--- src/rtl/mac8_pkg.sv ---
// mac8_pkg: shared types and constants for the MAC8 dot-product sequencer.
//   state_e    - sequencer states (IDLE, RUN, DRAIN, DONE)
//   DOT_W      - width of the signed 4-lane dot product
//   ACC_W      - width of the signed accumulator
//   sat_bound  - saturation value selected by the sign of the overflowing sum
package mac8_pkg;

    localparam int unsigned DOT_W = 18;
    localparam int unsigned ACC_W = 32;

    typedef enum logic [1:0] {
        ST_IDLE,
        ST_RUN,
        ST_DRAIN,
        ST_DONE
    } state_e;

    // neg = 1 when both addends were negative (sum overflowed downward).
    function automatic logic [ACC_W-1:0] sat_bound(input logic neg);
        logic [ACC_W-1:0] bound;
        bound = neg ? {1'b1, {(ACC_W-1){1'b0}}} : {1'b0, {(ACC_W-1){1'b1}}};
        return bound;
    endfunction

endpackage

--- src/rtl/mac8_dot4.sv ---
// mac8_dot4: combinational 4-lane dot product, signed bytes of a times
// unsigned bytes of b, summed into a DOT_W-bit signed result.
//   a_i   in  32     four signed bytes
//   b_i   in  32     four unsigned bytes
//   dot_o out DOT_W  sum of the four lane products (never overflows)
module mac8_dot4
    import mac8_pkg::*;
(
    input  logic [31:0]      a_i,
    input  logic [31:0]      b_i,
    output logic [DOT_W-1:0] dot_o
);

    logic signed [DOT_W-1:0] a_x;
    logic signed [DOT_W-1:0] b_x;
    logic signed [DOT_W-1:0] prod;
    logic signed [DOT_W-1:0] sum;

    always_comb begin
        a_x  = '0;
        b_x  = '0;
        prod = '0;
        sum  = '0;
        for (int unsigned i = 0; i < 4; i++) begin
            // a byte is sign-extended, b byte zero-extended, both to DOT_W
            a_x  = {{(DOT_W-8){a_i[8*i+7]}}, a_i[8*i +: 8]};
            b_x  = {{(DOT_W-8){1'b0}}, b_i[8*i +: 8]};
            prod = a_x * b_x;
            sum  = sum + prod;
        end
        dot_o = sum;
    end

endmodule

--- src/rtl/mac8_dot_seq.sv ---
// mac8_dot_seq: command-driven sequencer that streams operand word pairs
// through mac8_dot4 and accumulates the dot products into a private
// 32-bit signed accumulator with a sticky overflow flag.
//   clk_i, rst_ni              clock, async active-low reset
//   flush_i                    synchronous abort, beats every handshake
//   cmd_valid_i/cmd_ready_o    command (cmd_len_i pairs, cmd_init_i start)
//   op_valid_i/op_ready_o      operand pairs op_a_i (signed) / op_b_i (unsigned)
//   res_valid_o/res_ready_i    result res_o with overflow flag res_ovf_o
//   busy_o                     sequencer not idle
// Build option: MAC8_SAT_EN saturates the accumulator on overflow instead
// of wrapping; the overflow flag is set either way.
module mac8_dot_seq
    import mac8_pkg::*;
#(
    parameter int unsigned LEN_W = 16
) (
    input  logic             clk_i,
    input  logic             rst_ni,
    input  logic             flush_i,
    input  logic             cmd_valid_i,
    output logic             cmd_ready_o,
    input  logic [LEN_W-1:0] cmd_len_i,
    input  logic [31:0]      cmd_init_i,
    input  logic             op_valid_i,
    output logic             op_ready_o,
    input  logic [31:0]      op_a_i,
    input  logic [31:0]      op_b_i,
    output logic             res_valid_o,
    input  logic             res_ready_i,
    output logic [31:0]      res_o,
    output logic             res_ovf_o,
    output logic             busy_o
);

    state_e            state_q, state_d;
    logic [ACC_W-1:0]  acc_q, acc_d;
    logic              ovf_q, ovf_d;
    logic [LEN_W-1:0]  cnt_q, cnt_d;
    logic [DOT_W-1:0]  p_q, p_d;
    logic              p_v_q, p_v_d;

    logic [DOT_W-1:0]  dot;
    logic [ACC_W-1:0]  p_ext;
    logic [ACC_W-1:0]  sum;
    logic              ovf_now;
    logic              cmd_hs;
    logic              op_hs;
    logic              res_hs;

    mac8_dot4 u_dot4 (
        .a_i   (op_a_i),
        .b_i   (op_b_i),
        .dot_o (dot)
    );

    assign cmd_ready_o = (state_q == ST_IDLE);
    assign op_ready_o  = (state_q == ST_RUN);
    assign res_valid_o = (state_q == ST_DONE);
    assign busy_o      = (state_q != ST_IDLE);
    assign res_o       = acc_q;
    assign res_ovf_o   = ovf_q;

    // flush_i masks every handshake so nothing is taken in an abort cycle
    assign cmd_hs = cmd_valid_i & cmd_ready_o & ~flush_i;
    assign op_hs  = op_valid_i  & op_ready_o  & ~flush_i;
    assign res_hs = res_ready_i & res_valid_o & ~flush_i;

    assign p_ext   = {{(ACC_W-DOT_W){p_q[DOT_W-1]}}, p_q};
    assign sum     = acc_q + p_ext;
    // equal-sign addends whose sum changes sign
    assign ovf_now = (acc_q[ACC_W-1] == p_ext[ACC_W-1]) &&
                     (sum[ACC_W-1] != acc_q[ACC_W-1]);

    always_comb begin
        state_d = state_q;
        acc_d   = acc_q;
        ovf_d   = ovf_q;
        cnt_d   = cnt_q;
        p_d     = p_q;
        p_v_d   = 1'b0;

        if (flush_i) begin
            state_d = ST_IDLE;
        end else begin
            // product registered on the previous handshake lands here; this
            // overlaps RUN (streaming) and DRAIN (last pair)
            if (p_v_q) begin
`ifdef MAC8_SAT_EN
                acc_d = ovf_now ? sat_bound(acc_q[ACC_W-1]) : sum;
`else
                acc_d = sum;
`endif
                ovf_d = ovf_q | ovf_now;
            end

            case (state_q)
                ST_IDLE: begin
                    if (cmd_hs) begin
                        acc_d   = cmd_init_i;
                        ovf_d   = 1'b0;
                        cnt_d   = cmd_len_i;
                        state_d = (cmd_len_i == '0) ? ST_DONE : ST_RUN;
                    end
                end
                ST_RUN: begin
                    if (op_hs) begin
                        p_d   = dot;
                        p_v_d = 1'b1;
                        cnt_d = cnt_q - 1'b1;
                        if (cnt_q == LEN_W'(1)) begin
                            state_d = ST_DRAIN;
                        end
                    end
                end
                ST_DRAIN: begin
                    state_d = ST_DONE;
                end
                ST_DONE: begin
                    if (res_hs) begin
                        state_d = ST_IDLE;
                    end
                end
                default: begin
                    state_d = ST_IDLE;
                end
            endcase
        end
    end

    always_ff @(posedge clk_i or negedge rst_ni) begin
        if (!rst_ni) begin
            state_q <= ST_IDLE;
            acc_q   <= '0;
            ovf_q   <= 1'b0;
            cnt_q   <= '0;
            p_q     <= '0;
            p_v_q   <= 1'b0;
        end else begin
            state_q <= state_d;
            acc_q   <= acc_d;
            ovf_q   <= ovf_d;
            cnt_q   <= cnt_d;
            p_q     <= p_d;
            p_v_q   <= p_v_d;
        end
    end

endmodule

--- config.mk ---
export PLATFORM = sky130hd
export DESIGN_NAME = mac8_dot_seq
export DESIGN_NICKNAME = d
export VERILOG_FILES = /design/src/rtl/mac8_pkg.sv /design/src/rtl/mac8_dot4.sv /design/src/rtl/mac8_dot_seq.sv
export SDC_FILE = /design/constraint.sdc
export NUM_CORES = 1
export LEC_CHECK = 0
export ABC_CLOCK_PERIOD_IN_PS = 2900
export BUFFER_PORTS_ARGS = -buffer_cell sky130_fd_sc_hd__buf_4
export CORE_UTILIZATION = 45
export CTS_CLUSTER_DIAMETER = 100
export DETAILED_ROUTE_END_ITERATION = 6
export GPL_TIMING_DRIVEN = 0
export MAX_ROUTING_LAYER = met4
export PLACE_DENSITY_LB_ADDON = 0.08
export SYNTH_ARGS = -nofsm -noshare
export SYNTH_HDL_FRONTEND = slang
export SYNTH_SLANG_ARGS = --single-unit
export TNS_END_PERCENT = 50
--- constraint.sdc ---
create_clock -name clk_i -period 2.9 [get_ports clk_i]
set_clock_uncertainty 0.05 [all_clocks]
set_input_delay 0.145 -clock clk_i [delete_from_list [all_inputs] [get_ports clk_i]]
set_output_delay 0.145 -clock clk_i [all_outputs]
set_load 0.005 [all_outputs]
==> results of run 1 <==
==> stage by stage <==
| step | utilization | hold WS, ps | area [um2] | TNS, ps | std cells |
|---|---|---|---|---|---|
| 6_report | 0.573 | 9.23 | 18800 | -34280 | 2419 |
| 4_1_cts | 0.558 | 0.457 | 18300 | -33570 | 2407 |
| 3_3_place_gp | 0.520 | 287 | 17100 | -41130 | 2350 |
| 2_1_floorplan | - | -201 | 15300 | -31810 | 1754 |
| 3_5_place_dp | 0.520 | 289 | 17100 | -41730 | 2350 |
| 5_1_grt | 0.573 | 12.9 | 18800 | -39470 | 2419 |
==> path summary, 6_finish.rpt <==
path                       slack (ps)        end          start  depth (start not counted)
setup / recovery                -3140    p_q[17]      op_a_i[9]                         27
hold / removal                      9   res_o[9]  cmd_init_i[9]                          3
setup reg to reg                 -320  res_o[31]        p_q[17]                          9
hold reg to reg                   440     p_q[6]         p_q[6]                          2
max in group asynchronous        1720   res_o[6]         rst_ni                          2
min in group asynchronous         410  cnt_q[13]         rst_ni                          2
==> per-layer routing <==
layer  vias to the layer above  track usage
li1                       6200            -
met1                      6164        0.292
met2                       238        0.403
met3                        48       0.0169
met4                         0       0.0562
met5                         -            -
==> Yosys cell counts (12+ instances only) <==
master	instances	share of area
sky130_fd_sc_hd__and2_1	159	0.066
sky130_fd_sc_hd__nor2b_1	12	0.0050
sky130_fd_sc_hd__o21ai_1	20	0.0066
sky130_fd_sc_hd__a21oi_1	67	0.022
sky130_fd_sc_hd__a21o_1	30	0.015
sky130_fd_sc_hd__ha_1	225	0.19
sky130_fd_sc_hd__nand2b_1	21	0.0087
sky130_fd_sc_hd__inv_1	325	0.081
sky130_fd_sc_hd__xor2_1	24	0.014
sky130_fd_sc_hd__a22oi_1	16	0.0079
sky130_fd_sc_hd__nand3_1	23	0.0076
sky130_fd_sc_hd__xnor2_1	58	0.034
sky130_fd_sc_hd__o22ai_1	19	0.0079
sky130_fd_sc_hd__nor3_1	26	0.0086
sky130_fd_sc_hd__clkbuf_1	22	0.0055
sky130_fd_sc_hd__dfrtp_1	70	0.12
sky130_fd_sc_hd__nor2_1	78	0.019
sky130_fd_sc_hd__fa_1	183	0.24
sky130_fd_sc_hd__nand2_1	142	0.035
sky130_fd_sc_hd__o21ai_0	60	0.020
sky130_fd_sc_hd__o21a_1	12	0.0060
==> flip-flops by register name, summed over array words and instances (netlist names) <==
name and cells:
cnt_q 16, res_o 32, state_q 2, res_ovf_o 1, p_q 18, p_v_q 1
==> area by class of cell <==
type	count	area [um2]
buffer	28	119
clock buffer	12	236
clock inverter	4	47.5
fill	3005	14000
inverter	325	1240
multi-input combinational	1331	13000
sequential	70	1750
tap	442	553
timing repair buffer	207	1780
==> logic make-up (layout without fill, tap and decap cells) <==
family          Yosys count  after routing
compound gates          316            316
xor+xnor                 84             84
fa+ha+maj               408            408
buf+inv                 353            576
flops                    70             70
mux                       9              9
simple gates            514            514
==> worst reg2reg max path: cells and delay by family (launching register included) <==
family          cells  cell delay [ps]
compound gates      6             1460
fa+ha+maj           1              460
simple gates        1              130
flops               1              910
mux                 1              100
==> cell usage in the layout (no fill, tap or decap), types with 10 or more instances in the layout <==
master                       n
sky130_fd_sc_hd__o21ai_0    46
sky130_fd_sc_hd__a21oi_1    54
sky130_fd_sc_hd__nand2_1   131
sky130_fd_sc_hd__and2_1    146
sky130_fd_sc_hd__o22ai_1    17
sky130_fd_sc_hd__nand2b_1   19
sky130_fd_sc_hd__nand3_1    22
sky130_fd_sc_hd__clkbuf_1   25
sky130_fd_sc_hd__o21a_1     12
sky130_fd_sc_hd__a21o_1     30
sky130_fd_sc_hd__dfrtp_1    70
sky130_fd_sc_hd__o21ai_1    25
sky130_fd_sc_hd__nor3_1     23
sky130_fd_sc_hd__a21oi_2    11
sky130_fd_sc_hd__o22a_1     10
sky130_fd_sc_hd__xor2_1     23
sky130_fd_sc_hd__inv_1     287
sky130_fd_sc_hd__inv_2      33
sky130_fd_sc_hd__fa_1      177
sky130_fd_sc_hd__ha_4       31
sky130_fd_sc_hd__buf_6      27
sky130_fd_sc_hd__xnor2_1    43
sky130_fd_sc_hd__nor2_1     74
sky130_fd_sc_hd__ha_1      191
sky130_fd_sc_hd__buf_4     164
sky130_fd_sc_hd__and2_4     13
sky130_fd_sc_hd__a22oi_1    15
sky130_fd_sc_hd__xnor2_2    14
==> repair_timing <==
item | in CTS | in global routing
buffers inserted | 38 | 14
gates resized for setup | 142 | 94
endpoints found under the setup margin | 22 | 29
pin swaps | 88 | 71
endpoints found under the hold margin | 74 | 0
hold buffers | 5 | 0
==> impl_metrics.tcl, run 1 <==
set metrics [dict create \
    syn2layout_area_growth_pct 24.1 \
    design.core.area_mm2 0.0328 \
    postSynth.asyncResetShare 1.00 \
    antenna-diode-count 0 \
    placement_rows 66 \
    post_synth_fa_ha_maj_area_fraction 0.428 \
    proportion_of_synthesized_area_in_mux_cells 0.00595 \
    die_area_mm2 0.0344 \
    fp.dieH_um 185 \
    dpl_worst_slack_ps -3680 \
    timing.final.hold_violations 0 \
    warnings_from_yosys 0 \
    grt_pass1_vias 12700 \
    critical_path.most_common_cell "sky130_fd_sc_hd__fa_1" \
    routed_wirelength_um 37900 \
    slew_viol_final 0 \
    die_w_um 185 \
    critical_path.endpoint_type "register" \
    max_stage_delay_ps 510 \
    met1Wirelength_um 17100 \
    synth_area_per_cell_um2 8.63 \
    routed-wl-met3_um 1260 \
    place.gp.congestion 0.866 \
    grt_start_max_net_pins 71 \
    run_status "complete, but fails checks" \
    synth_nets 2280 \
    grt_antenna_before_repair 0 \
    crit_buf_inv 5 \
    critical_path_arrival_ps 6250 \
    cts_root_buffer "sky130_fd_sc_hd__clkbuf_16" \
    cp_required_ps 3110 \
    cts.htree.levels 3 \
    cp-start-kind "input port" \
    number_of_buffers_added_by_the_clock_tree_synthesis_step 9 \
    nets 2498 \
    route.antenna.remaining_nets 0 \
    cts_sinks 70 \
    routed_wire_length_per_instance_um 15.7 \
    synth_compound_gate_area_share 0.138 \
    netlist_area_mm2 0.0151 \
    detailedRoute.firstPassIterationCount 5 \
    top_metal_layer_carrying_routed_signals "met4" \
    unrepaired_setup_endpoints_after_global_routing "yes" \
    ys_ff_latch 70 \
    final.min_clock_period_ps 6040 \
    critPathKind "input port to register" \
    violations "negative setup slack" \
    worst_hold_path_type "input port to register" \
    initial_core_util 0.461 \
    maxCapViolations 0 \
    mapped_cells 1754 \
    worst_slew_margin_rel 0.368 \
    postLayoutSetupSlackWorst_ps -3140 \
    synth_ff_type "sky130_fd_sc_hd__dfrtp_1" \
    critical_path.max_fanout 8 \
    clk-insertion-delay-late_ps 340 \
    synth_cell_type_count 72 \
    timing.fmax_ghz 0.166 \
    io_buffers 154 \
    grt_remaining_overflow 0 \
    met2_wirelength_um 18800 \
    timing.final.crit_share 2.08 \
    drc_errors 0 \
    wire_length_of_the_first_global_routing_pass_um 61800 \
    critPathSlowestCell "sky130_fd_sc_hd__fa_1" \
    combinational_family_with_the_most_area_after_synthesis "adder cells" \
    setup_viol 23 \
    synth_seq_area_share 0.116 \
    detailroute.via_count 12700 \
    post_synth_and_or_nand_nor_area_fraction 0.174 \
    drive_above_1_share 0.211 \
    io_pins 155 \
    detail_route.iter0.violations 525 \
    crit_family "adder cells" \
    dp_hpwl_um 30400 \
    global_route.usage.total 0.232 \
    cts.clk_slew.worst_paths_ps 50 \
    synth_xor_area_frac 0.0500 \
    transition_time_of_the_tightest_slew_check_pin_ps 948 \
    cts_tree "yes" \
    via_per_inst 5.23 \
    max-clock-path-buffers 2 \
    synth-edff-count 0 \
]
Power of run 1 is left out: the tool's default activity adds up to more than one toggle a clock period on the data nets, which glitch-free logic cannot reach.
==> run 2, diff against run 1 <==
--- a/config.mk
+++ b/config.mk
@@ -5,13 +5,14 @@
 export SDC_FILE = /design/constraint.sdc
 export NUM_CORES = 1
 export LEC_CHECK = 0
+export ABC_AREA = 1
 export ABC_CLOCK_PERIOD_IN_PS = 2900
 export BUFFER_PORTS_ARGS = -buffer_cell sky130_fd_sc_hd__buf_4
 export CORE_UTILIZATION = 45
 export CTS_CLUSTER_DIAMETER = 100
+export CTS_CLUSTER_SIZE = 16
 export DETAILED_ROUTE_END_ITERATION = 6
 export GPL_TIMING_DRIVEN = 0
-export MAX_ROUTING_LAYER = met4
 export PLACE_DENSITY_LB_ADDON = 0.08
 export SYNTH_ARGS = -nofsm -noshare
 export SYNTH_HDL_FRONTEND = slang
==> run 2 against run 1 <==
Against the previous run:
- the run still ends with negative setup slack left
- sequential cell count is the same
- register-to-register slack gained 610 ps
- synthesized cell count grew 43%
- sequential share of layout area shrank 0.75 points
- global-route usage grew 0.84 points
- utilization shrank 2.0 points
- critical endpoint unchanged
- highest routed layer unchanged
==> impl_metrics.tcl, run 2 <==
set metrics [dict create \
    ys_ff_latch 70 \
    worst_hold_path_type "input port to register" \
    setup_viol 15 \
    critical_path.endpoint_type "register" \
    die_area_mm2 0.0387 \
    initial_core_util 0.462 \
    wire_length_of_the_first_global_routing_pass_um 75700 \
    synth_area_per_cell_um2 6.81 \
    grt_start_max_net_pins 71 \
    grt_remaining_overflow 0 \
    synth_xor_area_frac 0.0379 \
    routed_wirelength_um 44500 \
    max_stage_delay_ps 540 \
    netlist_area_mm2 0.0171 \
    r2r.worst_path.cells 12 \
    grt_pass1_vias 15800 \
    place.gp.congestion 0.937 \
    drc_errors 0 \
    hold_path_depth 3 \
    cp-start-kind "input port" \
    detailedRoute.firstPassIterationCount 5 \
    warnings_from_yosys 0 \
    synth_nets 3034 \
    grt_antenna_before_repair 0 \
    combinational_family_with_the_most_area_after_synthesis "adder cells" \
    most-common-layout-cells "651 x sky130_fd_sc_hd__nand2_1, 611 x sky130_fd_sc_hd__inv_1, 200 x sky130_fd_sc_hd__ha_1, 178 x sky130_fd_sc_hd__fa_1, 151 x sky130_fd_sc_hd__nor2_1" \
    clk-insertion-delay-late_ps 350 \
    synth_top_area_share 0.215 \
    maxCapViolations 0 \
    antenna-diode-count 0 \
    postLayoutSetupSlackWorst_ps -2810 \
    postSynth.asyncResetShare 1.00 \
    syn2layout_area_growth_pct 19.6 \
    final.min_clock_period_ps 5710 \
    synth_cell_type_count 51 \
    via_per_inst 4.83 \
    flip_flop_count_of_the_largest_register_all_copies_and_words_added 32 \
    final_core_util 0.553 \
    netlist.top_cell.by_area "sky130_fd_sc_hd__fa_1" \
    proportion_of_synthesized_area_in_mux_cells 0 \
    placement_rows 70 \
    critical_path.most_common_cell "sky130_fd_sc_hd__fa_1" \
    run_status "complete, but fails checks" \
    synth-edff-count 0 \
    cts_sinks 70 \
    critical_path.max_fanout 5 \
    max-clock-path-buffers 2 \
    transition_time_of_the_tightest_slew_check_pin_ps 930 \
    cts_root_buffer "sky130_fd_sc_hd__clkbuf_16" \
    route.antenna.remaining_nets 0 \
    synth_ff_type "sky130_fd_sc_hd__dfrtp_1" \
    post_synth_fa_ha_maj_area_fraction 0.379 \
    routed_wire_length_per_instance_um 14.0 \
    cp_required_ps 3090 \
    die_w_um 197 \
    dp_hpwl_um 36800 \
    design.core.area_mm2 0.0370 \
    io_buffers 94 \
    synth_compound_gate_area_share 0.0771 \
    cts.htree.levels 3 \
    io_pins 155 \
    nets 3192 \
    unrepaired_setup_endpoints_after_global_routing "yes" \
    cts.clk_slew.worst_paths_ps 60 \
    commonest_cells_in_the_synthesized_netlist "668 x sky130_fd_sc_hd__nand2_1, 629 x sky130_fd_sc_hd__inv_1, 225 x sky130_fd_sc_hd__ha_1" \
    timing.final.crit_share 1.97 \
    mapped_cells 2508 \
    number_of_buffers_added_by_the_clock_tree_synthesis_step 9 \
    worst_slew_margin_rel 0.380 \
    fp.dieH_um 197 \
    critPathSlowestCell "sky130_fd_sc_hd__fa_1" \
    global_route.usage.total 0.240 \
    drive_above_1_share 0.157 \
    slew_viol_final 0 \
    timing.fmax_ghz 0.175 \
    layout.cells.most_common "sky130_fd_sc_hd__nand2_1" \
    synth_seq_area_share 0.103 \
    detail_route.iter0.violations 673 \
    timing.final.hold_violations 0 \
    critical_path_arrival_ps 5900 \
    post-synth-top-count-cell "sky130_fd_sc_hd__nand2_1" \
    netlist_top_cells_area "sky130_fd_sc_hd__fa_1 21%, sky130_fd_sc_hd__ha_1 16%, sky130_fd_sc_hd__nand2_1 15%" \
    detailroute.via_count 15300 \
    post_synth_and_or_nand_nor_area_fraction 0.243 \
    violations "negative setup slack" \
    critPathKind "input port to register" \
    cts_tree "yes" \
]
## run 2: per-stage QoR
| step | std cells | area [um2] | setup WS (ps) | TNS (ps) | hold WS (ps) |
|---|---|---|---|---|---|
| finish | 3175 | 20400 | -2810 | -32120 | 4.54 |
| global route | 3175 | 20400 | -3060 | -35330 | 47.4 |
| CTS | 3161 | 20000 | -2750 | -31810 | 2.33 |
| detailed placement | 3106 | 18700 | -3560 | -42850 | 298 |
| global placement | 3106 | 18700 | -3480 | -42180 | 288 |
| floorplan | 2508 | 17300 | -2910 | -34370 | -201 |
## run 2: worst paths after layout
path | startpoint | to | slack, ps
setup / recovery | op_a_i[7] | p_q[17] | -2810
hold / removal | cmd_len_i[1] | cnt_q[1] | 5
setup reg to reg | p_q[17] | res_o[24] | 290
hold reg to reg | p_q[16] | p_q[16] | 450
max in group asynchronous | rst_ni | res_o[17] | 1760
min in group asynchronous | rst_ni | cnt_q[0] | 420
## run 2: kinds of logic after synthesis
kind of cell	after synthesis
adder cells (fa/ha/maj)	408
AO/OA/AOI/OAI	231
buffers and inverters	726
flip-flops	70
XOR/XNOR	74
AND/OR/NAND/NOR	999
## run 2: layout make-up
| cell class | count | area, um2 |
|---|---|---|
| plain buffers | 86 | 566 |
| clock buffers | 9 | 225 |
| clock inverters | 7 | 123 |
| fillers | 3711 | 16500 |
| inverters | 640 | 2440 |
| multi-input cells | 1712 | 13500 |
| flip-flops and latches | 70 | 1750 |
| well taps | 504 | 631 |
| repair buffers | 147 | 1180 |
## run 2: worst max-delay path, delay by kind of cell
family                   cells  cell delay (ps)
adder cells (fa/ha/maj)      8             3500
AO/OA/AOI/OAI                4              620
buffers and inverters       10              520
AND/OR/NAND/NOR             11             1100
## run 2: per-layer routing
| metal | share of wire | GRT usage | vias up |
|---|---|---|---|
| met5 | 0 | 0 | - |
| met4 | 0.019 | 0.0586 | 0 |
| met3 | 0.030 | 0.0139 | 44 |
| met2 | 0.49 | 0.432 | 284 |
| met1 | 0.46 | 0.313 | 7181 |
| li1 | - | - | 7820 |
## run 2: timing repair
item | in CTS | in global routing
setup endpoints to repair | 16 | 16
buffers inserted | 25 | 15
hold endpoints to repair | 83 | 0
hold buffers | 14 | 0
resized for setup | 160 | 80
pin swaps | 66 | 41
Power of run 2 is left out for the same reason.
